===== src/rtl/unified_mem_arbiter_pkg.sv =====
// Shared types for the unified memory arbiter: owner/state enums and the registered request.
package unified_mem_arbiter_pkg;

    localparam int unsigned REGISTER_WIDTH = 32;
    localparam int unsigned STRB_WIDTH     = REGISTER_WIDTH / 8;

    typedef enum logic [1:0] {OWNER_NONE, OWNER_FETCH, OWNER_DATA} mem_owner_e;
    typedef enum logic [1:0] {ARB_IDLE, ARB_ISSUE, ARB_WAIT} arb_state_e;

    typedef struct packed {
        logic [REGISTER_WIDTH-1:0] addr;
        logic                      write;
        logic [REGISTER_WIDTH-1:0] wdata;
        logic [STRB_WIDTH-1:0]     wstrb;
    } mem_req_t;

endpackage


===== src/rtl/unified_mem_arbiter_watchdog.sv =====
// Timeout counter for an outstanding memory transaction, plus the sticky error flag.
module unified_mem_arbiter_watchdog #(
    parameter int unsigned TIMEOUT_CYCLES = 255
) (
    input  logic clk,
    input  logic reset_n,
    input  logic busy,
    input  logic set_error,
    output logic expired,
    output logic timeout_error
);

    localparam int unsigned CntW = (TIMEOUT_CYCLES > 1) ? $clog2(TIMEOUT_CYCLES + 1) : 1;
    localparam logic [CntW-1:0] CntLast = CntW'(TIMEOUT_CYCLES - 1);

    logic [CntW-1:0] cnt_q, cnt_d;
    logic            error_q, error_d;

    always_comb begin
        cnt_d   = busy ? cnt_q + 1'b1 : '0;
        error_d = error_q | set_error;
        expired = busy && (cnt_q == CntLast);
    end

    always_ff @(posedge clk or negedge reset_n) begin
        if (!reset_n) begin
            cnt_q   <= '0;
            error_q <= 1'b0;
        end else begin
            cnt_q   <= cnt_d;
            error_q <= error_d;
        end
    end

    assign timeout_error = error_q;

endmodule


===== src/rtl/unified_mem_arbiter.sv =====
// Shares one single-outstanding memory port between fetch and load/store, DM priority with IF
// starvation guard. Optional timeout watchdog under UNIFIED_MEM_ARB_TIMEOUT_EN.
module unified_mem_arbiter
    import unified_mem_arbiter_pkg::*;
#(
    parameter int unsigned STARVE_LIMIT = 4
`ifdef UNIFIED_MEM_ARB_TIMEOUT_EN
    ,
    parameter int unsigned TIMEOUT_CYCLES = 255
`endif
) (
    input  logic        clk,
    input  logic        reset_n,
    input  logic        flush,
    input  logic        if_req_valid,
    output logic        if_req_ready,
    input  logic [31:0] if_req_addr,
    output logic        if_resp_valid,
    output logic [31:0] if_resp_data,
    input  logic        dm_req_valid,
    output logic        dm_req_ready,
    input  logic [31:0] dm_req_addr,
    input  logic        dm_req_write,
    input  logic [31:0] dm_req_wdata,
    input  logic [3:0]  dm_req_wstrb,
    output logic        dm_resp_valid,
    output logic [31:0] dm_resp_data,
    output logic        mem_req_valid,
    input  logic        mem_req_ready,
    output logic [31:0] mem_req_addr,
    output logic        mem_req_write,
    output logic [31:0] mem_req_wdata,
    output logic [3:0]  mem_req_wstrb,
    input  logic        mem_resp_valid,
    input  logic [31:0] mem_resp_data
`ifdef UNIFIED_MEM_ARB_TIMEOUT_EN
    ,
    output logic        timeout_error
`endif
);

    localparam int unsigned StarveW = (STARVE_LIMIT > 0) ? $clog2(STARVE_LIMIT + 1) : 1;
    localparam logic [StarveW-1:0] StarveMax = StarveW'(STARVE_LIMIT);

    arb_state_e       state_q, state_d;
    mem_owner_e       owner_q, owner_d;
    logic             kill_q, kill_d;
    logic [StarveW-1:0] starve_q, starve_d;
    mem_req_t         req_q, req_d;

    logic             if_eff, dm_win;
    logic             resp_fire;
    logic [31:0]      resp_payload;
    logic             timeout_hit;
    logic             timeout_fire;

`ifdef UNIFIED_MEM_ARB_TIMEOUT_EN
    unified_mem_arbiter_watchdog #(
        .TIMEOUT_CYCLES(TIMEOUT_CYCLES)
    ) u_watchdog (
        .clk          (clk),
        .reset_n      (reset_n),
        .busy         (state_q != ARB_IDLE),
        .set_error    (timeout_fire),
        .expired      (timeout_hit),
        .timeout_error(timeout_error)
    );
`else
    assign timeout_hit = 1'b0;
`endif

    // A flushed fetch request is not a contender, so it cannot force the starvation grant.
    assign if_eff = if_req_valid && !flush;
    assign dm_win = dm_req_valid && !(if_eff && (starve_q == StarveMax));

    always_comb begin
        state_d      = state_q;
        owner_d      = owner_q;
        kill_d       = kill_q;
        starve_d     = starve_q;
        req_d        = req_q;
        if_req_ready = 1'b0;
        dm_req_ready = 1'b0;
        resp_fire    = 1'b0;
        resp_payload = '0;
        timeout_fire = 1'b0;

        case (state_q)
            ARB_IDLE: begin
                if (dm_win) begin
                    dm_req_ready = 1'b1;
                    owner_d      = OWNER_DATA;
                    req_d        = '{addr: dm_req_addr, write: dm_req_write,
                                     wdata: dm_req_wdata, wstrb: dm_req_wstrb};
                    state_d      = ARB_ISSUE;
                    // Saturation is implicit: at StarveMax a contending IF always wins.
                    if (if_eff) starve_d = starve_q + 1'b1;
                end else if (if_eff) begin
                    if_req_ready = 1'b1;
                    owner_d      = OWNER_FETCH;
                    req_d        = '{addr: if_req_addr, write: 1'b0, wdata: '0, wstrb: '0};
                    starve_d     = '0;
                    state_d      = ARB_ISSUE;
                end
            end
            ARB_ISSUE: begin
                if (mem_req_ready) state_d = ARB_WAIT;
            end
            ARB_WAIT: begin
                if (mem_resp_valid) begin
                    resp_fire    = 1'b1;
                    resp_payload = mem_resp_data;
                    state_d      = ARB_IDLE;
                end
            end
            default: state_d = ARB_IDLE;
        endcase

        // A real response in the expiry cycle takes precedence over the timeout.
        if (state_q != ARB_IDLE && timeout_hit && !resp_fire) begin
            resp_fire    = 1'b1;
            resp_payload = '0;
            timeout_fire = 1'b1;
            state_d      = ARB_IDLE;
        end

        if (state_q != ARB_IDLE && owner_q == OWNER_FETCH && flush) kill_d = 1'b1;

        if (state_d == ARB_IDLE) begin
            owner_d = OWNER_NONE;
            kill_d  = 1'b0;
        end
    end

    always_comb begin
        if_resp_valid = resp_fire && owner_q == OWNER_FETCH && !kill_q && !flush;
        dm_resp_valid = resp_fire && owner_q == OWNER_DATA;
        if_resp_data  = if_resp_valid ? resp_payload : '0;
        dm_resp_data  = dm_resp_valid ? resp_payload : '0;
    end

    always_ff @(posedge clk or negedge reset_n) begin
        if (!reset_n) begin
            state_q  <= ARB_IDLE;
            owner_q  <= OWNER_NONE;
            kill_q   <= 1'b0;
            starve_q <= '0;
            req_q    <= '0;
        end else begin
            state_q  <= state_d;
            owner_q  <= owner_d;
            kill_q   <= kill_d;
            starve_q <= starve_d;
            req_q    <= req_d;
        end
    end

    assign mem_req_valid = (state_q == ARB_ISSUE);
    assign mem_req_addr  = req_q.addr;
    assign mem_req_write = req_q.write;
    assign mem_req_wdata = req_q.wdata;
    assign mem_req_wstrb = req_q.wstrb;

endmodule


===== config.mk =====
export PLATFORM = sky130hd
export DESIGN_NAME = unified_mem_arbiter
export DESIGN_NICKNAME = d
export VERILOG_FILES = /design/src/rtl/unified_mem_arbiter_pkg.sv /design/src/rtl/unified_mem_arbiter_watchdog.sv /design/src/rtl/unified_mem_arbiter.sv
export SDC_FILE = /design/constraint.sdc
export NUM_CORES = 1
export LEC_CHECK = 0
export BUFFER_PORTS_ARGS = -buffer_cell sky130_fd_sc_hd__buf_2
export CAP_MARGIN = 20
export CORE_AREA = 2 2 107 109
export CTS_BUF_LIST = sky130_fd_sc_hd__clkbuf_8
export DETAILED_ROUTE_END_ITERATION = 6
export DIE_AREA = 0 0 109 111
export GPL_TIMING_DRIVEN = 1
export PLACE_DENSITY = 0.83
export SYNTH_ARGS = -nofsm -noshare
export SYNTH_HDL_FRONTEND = slang
export SYNTH_SLANG_ARGS = --single-unit

===== constraint.sdc =====
create_clock -name clk -period 2 [get_ports clk]
set_clock_uncertainty 0.15 [all_clocks]
set_input_delay 0 -clock clk [delete_from_list [all_inputs] [get_ports clk]]
set_output_delay 0 -clock clk [all_outputs]
set_load 0.01 [all_outputs]

# --- Yosys cells after proc, flatten, opt, wreduce, memory -nomap -nowiden ---
# Index checks and enable logic that the tools add are counted.
classes:
  addsub: 1
  n_eq_ne: 5
  mux: 27
  reduce_logical: 22
ops:
  columns: ["op", "n"]
  rows:
  - ["two-way mux 69 bit", 2]
  - ["two-way mux 32 bit", 4]
  - ["two-way mux 2 bit", 8]
  - ["logical AND 1 bit", 9]
  - ["two-way mux 1 bit", 9]
  - ["two-way mux 3 bit", 3]
  - ["nonzero test 2 bit", 4]
  - ["one-hot mux 2 bit (3 select lines)", 1]
  - ["AND reduction 2 bit", 3]
  - ["equality test 2 x 1 -> 1 bit (second input constant)", 2]
  - ["equality test 2 bit (second input constant)", 2]
  - ["zero test 2 bit", 2]
  - ["adder 3 x 1 -> 3 bit (second input constant)", 1]
  - ["equality test 3 bit (second input constant)", 1]
  - ["zero test 1 bit", 3]
  - ["nonzero test 3 bit", 1]
totals:
  register_bits: 77
  input_bits: 140
  out_inout_bits: 138
  word_cells: 63

# --- Logic depth before layout (Yosys ltp) ---
# Gate-level depths: netlist of the first run.
logic_depth:
  ltp_word: 10
  depth_mapped: 7

# --- Least setup slack after synthesis of the first run ---
# OpenSTA, ideal clock, no wires.
synth_timing:
  path_kind: "register -> register"
  startpoint: "register starve_q[0]"
  endpoint: "register req_q (netlist bit mem_req_wdata[0])"
  setup_ps: 121
  arrival_ps: 1458
  t_required_ps: 1729
  path_slack_ps: 271
  stages_incl_launch_ff: 8
  synth_period_minus_slack_ps: 1729
  path_cell_list: "dfrtp_1 inv_1 ha_1 nand4b_4 and3_4 buf_6 buf_6 a22o_1"
synth_between:
  elab_chain_cells: 6
  elab_cells_between_ends: 7
synth_rtl:
  columns: ["element", "line_no", "text"]
  rows:
  - ["start, declared", "unified_mem_arbiter.sv:48", "logic [StarveW-1:0] starve_q, starve_d;"]
  - ["start signal, assigned", "unified_mem_arbiter.sv:153", "starve_q <= starve_d;"]
  - ["equality test 3 bit *", "unified_mem_arbiter.sv:74", "assign dm_win = dm_req_valid && !(if_eff && (starve_q == StarveMax));"]
  - ["logical AND 1 bit *", "unified_mem_arbiter.sv:74", null]
  - ["zero test 1 bit *", "unified_mem_arbiter.sv:74", null]
  - ["logical AND 1 bit *", "unified_mem_arbiter.sv:74", null]
  - ["nonzero test 2 bit (no line)", null, null]
  - ["AND reduction 2 bit (no line)", null, null]
  - ["end signal, assigned", "unified_mem_arbiter.sv:154", "req_q <= req_d;"]
  - ["end, declared", "unified_mem_arbiter.sv:49", "mem_req_t req_q, req_d;"]
# Every way passes the cells marked *; elsewhere a longest branch is shown, timed or not.
# A chain may end at the register's enable or synchronous reset.

# --- Final worst setup path of the first run ---
layout_timing:
  startpoint: "register state_q[0]"
  endpoint: "output port if_req_ready"
layout_between:
  elab_chain_cells: 2
layout_rtl:
  columns: ["element", "line_no", "text"]
  rows:
  - ["start, declared", "unified_mem_arbiter.sv:45", "arb_state_e state_q, state_d;"]
  - ["start signal, assigned", "unified_mem_arbiter.sv:150", "state_q <= state_d;"]
  - ["zero test 2 bit", "unified_mem_arbiter.sv:88", "case (state_q)"]
  - ["two-way mux 1 bit", "unified_mem_arbiter.sv:88", null]
  - ["end, declared", "unified_mem_arbiter.sv:16", "output logic if_req_ready,"]
# Every way passes these cells.

==> results.cfg, run 1 <==
[setup_path]
path_max_fanout = 6
worst-path-buf-inv = 1
slowest_delay_ns = 0.70
reg2reg_to = mem_req_addr[2]
cp.arrival_ns = 1.78
crit_required_ns = 1.85
endpoint_kind = primary output
critPathLaunchType = flop
r2r_start = starve_q[0]
rrSetupSlack_ns = 0.18
path_cells = or4b_2, nor2_1, buf_2
slowest_stage = or4b_2
ff2ff_path_depth = 7
cp_top_family = simple AND/OR/NAND/NOR gates
crit_type = reg2out

[finish]
synthToLayoutAreaGrowth_pct = 70.7
drive_gt1_frac = 0.457
layout.nets = 908
seq_area_um2 = 1930
fin_util = 0.628
fillers = 881
multi_input_area_um2 = 1830
final_cell_area_um2 = 6960
diodes = 0

[worst_hold_path]
hp-class = in2async

[timing]
finalCritPeriodShare = 0.963
slew_viol_final = 0
hold-worst-slack_ns = 0.0387
tightest_slew_ns = 0.654
max_freq_mhz = 519
hold_viol = 0
post-route-min-period_ns = 1.93
slew_headroom = 0.563
setup_viol = 0
setup_ws_ns = 0.0736

[placed_design]
placed_area_um2 = 5610
place_congestion = 0.775
pre_cts_ws_ns = 0.220
port_buffers = 277
post-dp-hpwl_mm = 9.00

[synth]
synthAdderAreaFrac = 0.00614
seq_area_frac_synth = 0.473
synth_mux_area_frac = 0
synth_ff_type = dfrtp_1
synth_cells = 383
synth_compound_area_frac = 0.207
netlist_area_um2 = 4080
synth_top_family_by_area = simple AND/OR/NAND/NOR gates
synth_xor_area_frac = 0
async_flop_share = 1.00
synth_warnings = 0
yosys.area_share.simple = 0.232
synth_edf_count = 0
yosys.cell_types.count = 36
ys_seq_elements = 77
syn_area_per_cell_um2 = 10.6
syn_nets = 525

[die]
io_pins = 278
initial_core_util = 0.368
chipWidth_um = 109
core_um2 = 11100
die-area_um2 = 12100
die_h_um = 111
rows = 39

[pwr]
ir_drop_uv = 623
power_density_nw_per_um2 = 1100
p_leak_nw = 3.65

[global_routing]
grt_max_degree = 41
grt_use_met3 = 0.0600
grt-busiest-layer = met2
grt_usage = 0.247
use_met2 = 0.421
grt_pass1_wl_mm = 23.4
grt-ovfl-total = 0
use_met1 = 0.294
antenna_found_initial = 0
grt_pass1_vias = 4728

[clock_network]
cts_tree = built
path_clk_slew_ns = 0.10
h-tree-depth = 3
clockBufferDepth = 2
cts_sinks = 77
root_buffer = clkbuf_8
worstSkewPairLatency_ns = 0.36
cts_buffers = 9

[detailed_routing]
vias = 4560
wirelength_mm = 15.3
drt_iter0_drc = 355
ant_nets = 0
drt-pass1-iter-count = 4
remaining_drc_errors = 0
wl_per_cell_um = 16.7
routed_via_density = 4.99

[run]
drv_cap = 0

[status]
status = complete, no violations
==> sequential cells by signal, indices dropped and copies added (netlist names) <==
register       flops
state_q            2
mem_req_write      1
kill_q             1
mem_req_wstrb      4
mem_req_addr      32
mem_req_wdata     32
owner_q            2
starve_q           3
==> placed cells by master (no fill, tap or decap), types with 2 or more instances in the layout <==
cell           count
buf_2            276
dlygate4sd3_1    108
dfrtp_1           75
and2_1            64
a22o_1            37
inv_1             34
nand4_1           34
nand2_1           33
o221ai_2          25
buf_4             13
clkbuf_8           9
o21ai_0            8
o221ai_1           7
buf_12             5
inv_6              3
nor2b_1            2
nor3b_1            2
nor2_1             2
nand3_1            2
ha_1               2
and3_2             2
dfrtp_2            2
==> final cells by class <==
class,count,share of cell area
inverter,34,0.0183
multi-input combinational,239,0.263
tap,143,0.0257
timing repair buffer,405,0.386
clock buffer,9,0.0178
sequential,77,0.277
clock inverter,7,0.0115
==> stage by stage <==
step | TNS (ns) | total power, mW | cells
after floorplan | 0 | 4.79 | 383
after global placement | 0 | 5.97 | 783
after detailed placement | 0 | 6.05 | 783
after CTS | 0 | 7.53 | 908
after global routing | -0.0105 | 8.10 | 914
final | 0 | 7.62 | 914
==> cell usage after synthesis (3+ instances only) <==
master,n,area share
nand2_1,33,0.030
buf_6,7,0.019
dfrtp_1,77,0.47
nand4_1,34,0.052
buf_4,3,0.0055
inv_1,34,0.031
o221ai_2,25,0.092
and2_1,65,0.10
clkbuf_1,13,0.012
o21ai_0,8,0.0098
buf_2,12,0.015
o221ai_1,7,0.015
a22o_1,37,0.079
==> per-layer routing <==
metal  share of wire  vias to the layer above
li1                -                     2132
met3           0.073                       32
met1            0.40                     2177
met5               0                        -
met4           0.022                        0
met2            0.50                      219
==> how the worst max path moves through the flow <==
| stage | startpoint | to | slack (ns) | cells after the start |
|---|---|---|---|---|
| after floorplan | starve_q[0] | mem_req_wdata[0] | 0.27 | 7 |
| final | state_q[0] | if_req_ready | 0.07 | 3 |
| after detailed placement | starve_q[0] | mem_req_addr[28] | 0.22 | 6 |
| after global placement | state_q[1] | mem_req_wdata[29] | 0.23 | 3 |
| after CTS | state_q[0] | if_resp_data[30] | 0.0008 | 5 |
| after global routing | owner_q[1] | if_resp_data[7] | -0.01 | 5 |
==> worst reg2reg max path: cells and delay by family (launching register included) <==
kind / cells / cell delay [ns]
flops: 1 / 0.39
simple gates: 2 / 0.39
buf+inv: 3 / 0.38
fa+ha+maj: 1 / 0.23
compound gates: 1 / 0.18
==> kinds of logic after synthesis <==
| family | after synthesis |
|---|---|
| and+or+nand+nor | 152 |
| AOI/OAI and AO/OA | 83 |
| DFF | 77 |
| buffers and inverters | 69 |
| adders and majority gates | 2 |
==> where the power goes <==
group	leakage (nW)	internal [mW]	switching [mW]
Sequential	0.965	2.27	0.449
Clock	0.103	0.597	0.663
Combinational	2.58	1.72	1.93
==> what timing repair did <==
action | in CTS | in global routing
resized for setup | 3 | 1
setup buffers | 0 | 5
endpoints found under the hold margin | 151 | 0
setup endpoints to repair | 64 | 65
pin swaps | 1 | 1
hold buffers | 108 | 0
cloned | 1 | 1
No activity file was read; power rests on OpenSTA's default activity.
==> run 2: changes to the inputs <==
--- a/config.mk
+++ b/config.mk
@@ -7,12 +7,14 @@
 export LEC_CHECK = 0
 export BUFFER_PORTS_ARGS = -buffer_cell sky130_fd_sc_hd__buf_2
 export CAP_MARGIN = 20
-export CORE_AREA = 2 2 107 109
+export CELL_PAD_IN_SITES_DETAIL_PLACEMENT = 0
+export CELL_PAD_IN_SITES_GLOBAL_PLACEMENT = 1
+export CORE_AREA = 2 2 108 131
 export CTS_BUF_LIST = sky130_fd_sc_hd__clkbuf_8
 export DETAILED_ROUTE_END_ITERATION = 6
-export DIE_AREA = 0 0 109 111
+export DIE_AREA = 0 0 110 133
 export GPL_TIMING_DRIVEN = 1
-export PLACE_DENSITY = 0.83
+export PLACE_DENSITY = 0.92
 export SYNTH_ARGS = -nofsm -noshare
 export SYNTH_HDL_FRONTEND = slang
 export SYNTH_SLANG_ARGS = --single-unit
==> constraint.sdc (replaced) <==
create_clock -name clk -period 2 [get_ports clk]
set_clock_uncertainty 0.15 [all_clocks]
set_input_delay 0 -clock clk [delete_from_list [all_inputs] [get_ports clk]]
set_output_delay 0 -clock clk [all_outputs]
set_load 0.1 [all_outputs]
==> run 2 against run 1 <==
Against the previous run: final cell count is 4.3% higher; non-clock buffer count is 13 higher; maximum frequency is 1.2% lower; largest cell class unchanged; register-to-register slack better by 0.05 ns; flip-flop and latch count stayed put.
==> results.cfg, run 2 (synthesis gave the netlist of run 1 again) <==
[status]
status = complete, no violations

[global_routing]
grt_usage = 0.223
grt_pass1_wl_mm = 25.3
antenna_found_initial = 0
grt_pass1_vias = 4854
grt_max_degree = 41
grt-ovfl-total = 0

[timing]
slew_headroom = 0.642
finalCritPeriodShare = 0.975
setup_viol = 0
grt_setup_unrepaired = true
hold-worst-slack_ns = 0.000901
slew_viol_final = 0
max_freq_mhz = 513
post-route-min-period_ns = 1.95
hold_viol = 0
tightest_slew_ns = 0.537

[finish]
fillers = 987
layout.nets = 919
multi_input_area_um2 = 2010
mostFrequentLayoutCells = buf_2, dlygate4sd3_1, dfrtp_1
fin_util = 0.626
synthToLayoutAreaGrowth_pct = 107
seq_area_um2 = 1930
drive_gt1_frac = 0.554
final_cell_area_um2 = 8440
layout_commonest_cell = buf_2
diodes = 0

[placed_design]
place_congestion = 0.820
placed_area_um2 = 6770
post-dp-hpwl_mm = 10.2
port_buffers = 277

[die]
io_pins = 278
die-area_um2 = 14600
initial_core_util = 0.303
rows = 47
core_um2 = 13500
die_h_um = 133
chipWidth_um = 110

[setup_path]
slowest_delay_ns = 0.43
slowest_stage = dfrtp_2
crit_required_ns = 1.85
endpoint_kind = primary output
cp.arrival_ns = 1.80
path_cells = nand3b_4, nor3b_4, buf_6, clkbuf_16, and2_4, buf_12
critPathLaunchType = flop
path_max_fanout = 8
crit_type = reg2out

[run]
drv_cap = 0

[detailed_routing]
ant_nets = 0
wl_per_cell_um = 17.9
vias = 4650
drt_iter0_drc = 323
drt-pass1-iter-count = 4
routed_via_density = 4.88
wirelength_mm = 17.1
remaining_drc_errors = 0

[clock_network]
worstSkewPairLatency_ns = 0.35
path_clk_slew_ns = 0.09
cts_buffers = 9
root_buffer = clkbuf_8
cts_sinks = 77
cts_tree = built
clockBufferDepth = 2
h-tree-depth = 3

[pwr]
power_density_nw_per_um2 = 1540
p_leak_nw = 4.02
ir_drop_uv = 1910

[worst_hold_path]
hp-class = in2reg
==> run 2: cell count changes in the layout (fill, tap and decap cells not counted), sizes merged <==
cell,previous run,this run
and3,3,1
clkbuf,10,15
dlymetal6s2s,1,0
inv,38,34
buf,295,307
dlygate4sd3,108,107
bufinv,1,3
==> run 2: metal layers <==
layer | part of all wire | vias up | global-route usage
met5 | 0 | - | 0
met4 | 0.026 | 0 | 0.0851
met3 | 0.062 | 38 | 0.0488
met2 | 0.53 | 211 | 0.392
met1 | 0.38 | 2243 | 0.258
li1 | - | 2158 | -
==> run 2: area by class of cell <==
cell class	instances	area share
Timing Repair Buffer	418	0.462
Tap cell	171	0.0254
Clock inverter	5	0.0126
Sequential cell	77	0.229
Inverter	34	0.0151
Clock buffer	11	0.0179
Multi-Input combinational cell	237	0.238
==> run 2: where the power goes <==
group          switching, mW  internal, mW  leakage (nW)
combinational           6.82          2.01          2.93
sequential             0.427          2.27         0.965
clock                  0.609         0.900         0.126
==> run 2: final timing paths <==
path / from / slack (ns) / end / cells past startpoint
min in group asynchronous: reset_n / 0.04 / mem_req_wdata[27] / 2
max in group asynchronous: reset_n / 1.05 / mem_req_addr[9] / 3
worst max-delay path: state_q[0] / 0.05 / dm_resp_data[24] / 6
worst min-delay path: flush / 0.0009 / owner_q[0] / 3
worst max register to register: starve_q[0] / 0.23 / mem_req_wdata[21] / 6
worst min register to register: mem_req_write / 0.35 / mem_req_write / 1
==> run 2: repair_timing <==
action,CTS,global route
hold buffers,106,1
endpoints found under the hold margin,153,1
gates resized for setup,35,39
endpoints found under the setup margin,66,67
gates cloned,1,5
buffers inserted,7,5
pin swaps,4,29
==> run 2: critical path: cells and delay by family (launching register included) <==
kind	cells	cell delay, ns
AND/OR/NAND/NOR	3	0.51
buffers and inverters	3	0.48
flip-flops	1	0.43
==> run 2: metrics by stage <==
| stage | TNS, ns | setup slack (ns) | power (mW) | instances |
|---|---|---|---|---|
| floorplan | -0.243 | -0.243 | 9.53 | 383 |
| global placement | 0 | 0.222 | 11.0 | 812 |
| detailed placement | 0 | 0.205 | 11.1 | 812 |
| CTS | -0.177 | -0.0257 | 12.9 | 942 |
| global route | -0.759 | -0.0319 | 13.5 | 953 |
| finish | 0 | 0.0499 | 13.0 | 953 |
==> run 3: changes to the inputs <==
--- a/config.mk
+++ b/config.mk
@@ -5,16 +5,18 @@
 export SDC_FILE = /design/constraint.sdc
 export NUM_CORES = 1
 export LEC_CHECK = 0
+export ABC_AREA = 1
 export BUFFER_PORTS_ARGS = -buffer_cell sky130_fd_sc_hd__buf_2
 export CAP_MARGIN = 20
 export CELL_PAD_IN_SITES_DETAIL_PLACEMENT = 0
 export CELL_PAD_IN_SITES_GLOBAL_PLACEMENT = 1
-export CORE_AREA = 2 2 108 131
+export CORE_AREA = 2 2 110 134
 export CTS_BUF_LIST = sky130_fd_sc_hd__clkbuf_8
 export DETAILED_ROUTE_END_ITERATION = 6
-export DIE_AREA = 0 0 110 133
+export DIE_AREA = 0 0 112 136
 export GPL_TIMING_DRIVEN = 1
-export PLACE_DENSITY = 0.92
+export PLACE_DENSITY = 0.91
+export SLEW_MARGIN = 20
 export SYNTH_ARGS = -nofsm -noshare
 export SYNTH_HDL_FRONTEND = slang
 export SYNTH_SLANG_ARGS = --single-unit
==> run 3 against run 2 <==
Against the previous run: area after synthesis decreased by 9.5%; global-route usage decreased by 3.1 points; total power down 6.4%; largest cell class unchanged; register-to-register slack got worse by 0.02 ns; critical path depth down 1; final cell count increased by 11%; wire length decreased by 8.2%; sequential share of layout area up 0.75 points; utilization shrank 4.6 points.
==> results.cfg, run 3 <==
[status]
status = complete, no violations

[setup_path]
worst-path-buf-inv = 2
slowest_delay_ns = 0.46
slowest_stage = dfrtp_1
endpoint_kind = primary output
path_max_fanout = 34
r2r_start = state_q[1]
crit_required_ns = 1.85
reg2reg_to = mem_req_wdata[25]
crit_type = reg2out
crit_cells = 5
cpMostUsedCell = nor2_4
cp_top_family = flip-flops
rrSetupSlack_ns = 0.21
setup.worst_path.start = state_q[1]
ff2ff_path_depth = 6
cp.arrival_ns = 1.73
path_cells = nor2_4, nand2_4, nor2_4, buf_8, buf_12
crit_path_end = dm_req_ready
critPathLaunchType = flop

[placed_design]
placed_area_um2 = 6750
port_buffers = 277
post-dp-hpwl_mm = 10.1
place_congestion = 0.789
dp_cells = 929

[finish]
layout.nets = 1019
layout_commonest_cell = nand2_1
fin_util = 0.580
mostFrequentLayoutCells = nand2_1, buf_2, dlygate4sd3_1
instances_no_fill = 1059
drive_gt1_frac = 0.437
final_cell_area_um2 = 8160
synthToLayoutAreaGrowth_pct = 121
fillers = 1151

[detailed_routing]
routed_via_density = 4.41
drt-pass1-iter-count = 4
vias = 4666
remaining_drc_errors = 0
drt_iter0_drc = 200
wl_per_cell_um = 14.8
wirelength_mm = 15.7
ant_nets = 0

[die]
die_h_um = 136
rows = 48
die-area_um2 = 15200
initial_core_util = 0.263
chipWidth_um = 112
core_um2 = 14100
io_pins = 278

[pwr]
power_density_nw_per_um2 = 1500
totalPowerFinal_mw = 12.2
p_sw_frac = 0.636
ir_drop_uv = 1700
p_leak_nw = 4.09
clkPwrFrac = 0.110
p_int_mw = 4.44
combPwrFrac = 0.673
p_seq_frac = 0.218
switchingPower_mw = 7.75

[timing]
finalCritPeriodShare = 0.940
tightest_slew_ns = 0.526
slew_headroom = 0.649
slew_viol_final = 0
max_freq_mhz = 532
hold_viol = 0
setup_viol = 0
post-route-min-period_ns = 1.88

[synth]
yosysTopAreaCellShare = 0.522
netlist_area_um2 = 3690
synth.area.top_cells = dfrtp_1, nand2_1, nor2_1
syn_area_per_cell_um2 = 7.47
synth_ff_type = dfrtp_1
yosys.cell_types.count = 19
synth_edf_count = 0
synth.largest_area_cell = dfrtp_1
ys_seq_elements = 77
seq_area_frac_synth = 0.522
yosysMostFrequentCell = nand2_1
async_flop_share = 1.00
syn_nets = 636
synth_warnings = 0
synth_cells = 494
netlist_top_cells_count = nand2_1, dfrtp_1, nor2_1, inv_1, nand3_1

[clock_network]
h-tree-depth = 3
cts_tree = built
path_clk_slew_ns = 0.09
cts_sinks = 77
cts_buffers = 9
worstSkewPairLatency_ns = 0.34
clockBufferDepth = 2
root_buffer = clkbuf_8

[global_routing]
grt-ovfl-total = 0
grt_usage = 0.192
grt_pass1_vias = 4690
grt_pass1_wl_mm = 23.2
grt_max_degree = 43
antenna_found_initial = 2

[run]
drv_cap = 0

[worst_hold_path]
hp-class = in2async
## run 3: changes by cell type in the layout (fill, tap and decap cells not counted), sizes merged, moves of 15 or more
cell,change
nor2,+73
nand4,-34
o221ai,-32
and2,-65
nand3,+36
buf,-22
nand2,+186
a22o,-37
inv,+15
## run 3: layout make-up
type	instances	area, µm²	area share
timing repair buffer	393	3610	0.442
tap	175	219	0.0268
timing repair inverter	2	17.5	0.00215
inverter	48	204	0.0250
multi-input combinational	346	1950	0.239
antenna	2	5.00	0.000614
clock buffer	10	138	0.0169
sequential	77	1930	0.236
clock inverter	6	87.6	0.0107
## run 3: routing by layer
metal  up-vias  share of wire  global-route usage
li1       2249              -                   -
met1      2138           0.38               0.215
met2       253           0.52               0.349
met3        26          0.080              0.0526
met4         0          0.022              0.0705
met5         -              0                   0
## run 3: how the worst min path moves through the flow
stage / depth (start not counted) / to / startpoint / slack (ns)
2_1_floorplan: 0 / kill_q / reset_n / -0.45
3_3_place_gp: 1 / mem_req_addr[13] / reset_n / -0.14
3_5_place_dp: 1 / mem_req_addr[13] / reset_n / -0.13
4_1_cts: 2 / mem_req_addr[13] / reset_n / 0.02
5_1_grt: 2 / mem_req_addr[13] / reset_n / 0.04
6_report: 2 / mem_req_addr[13] / reset_n / 0.006
## run 3: repair_timing
action | 4_1_cts | 5_1_grt
endpoints found under the hold margin | 154 | 0
hold buffers | 107 | 0
pin swaps | 0 | 1
gates cloned | 0 | 3
setup endpoints to repair | 64 | 66
setup buffers | 0 | 2
resized for setup | 2 | 10
## run 3: per-stage QoR
stage	hold slack (ns)	setup TNS, ns	setup slack, ns
final	0.00638	0	0.120
after global placement	-0.145	0	0.281
after floorplan	-0.446	-7.93	-0.168
after CTS	0.0151	0	0.00799
after global routing	0.0443	-0.00635	-0.00635
after detailed placement	-0.129	0	0.236
## run 3: power groups by stage
stage	clock [mW]	combinational, mW	sequential (mW)
finish	1.34	8.20	2.65
global route	1.44	8.55	2.74
CTS	1.38	8.11	2.64
detailed placement	0	7.95	2.64
global placement	0	7.89	2.64
floorplan	0	1.85	7.27
## run 3: kinds of logic (layout without fill, tap and decap cells)
kind of cell | count (synthesis) | in the layout | synth area share
adders and majority gates | 2 | 2 | 0.00678
buffers and inverters | 71 | 459 | 0.0902
DFF | 77 | 77 | 0.522
and+or+nand+nor | 334 | 334 | 0.365
other | 0 | 2 | 0
AOI/OAI and AO/OA | 10 | 10 | 0.0159
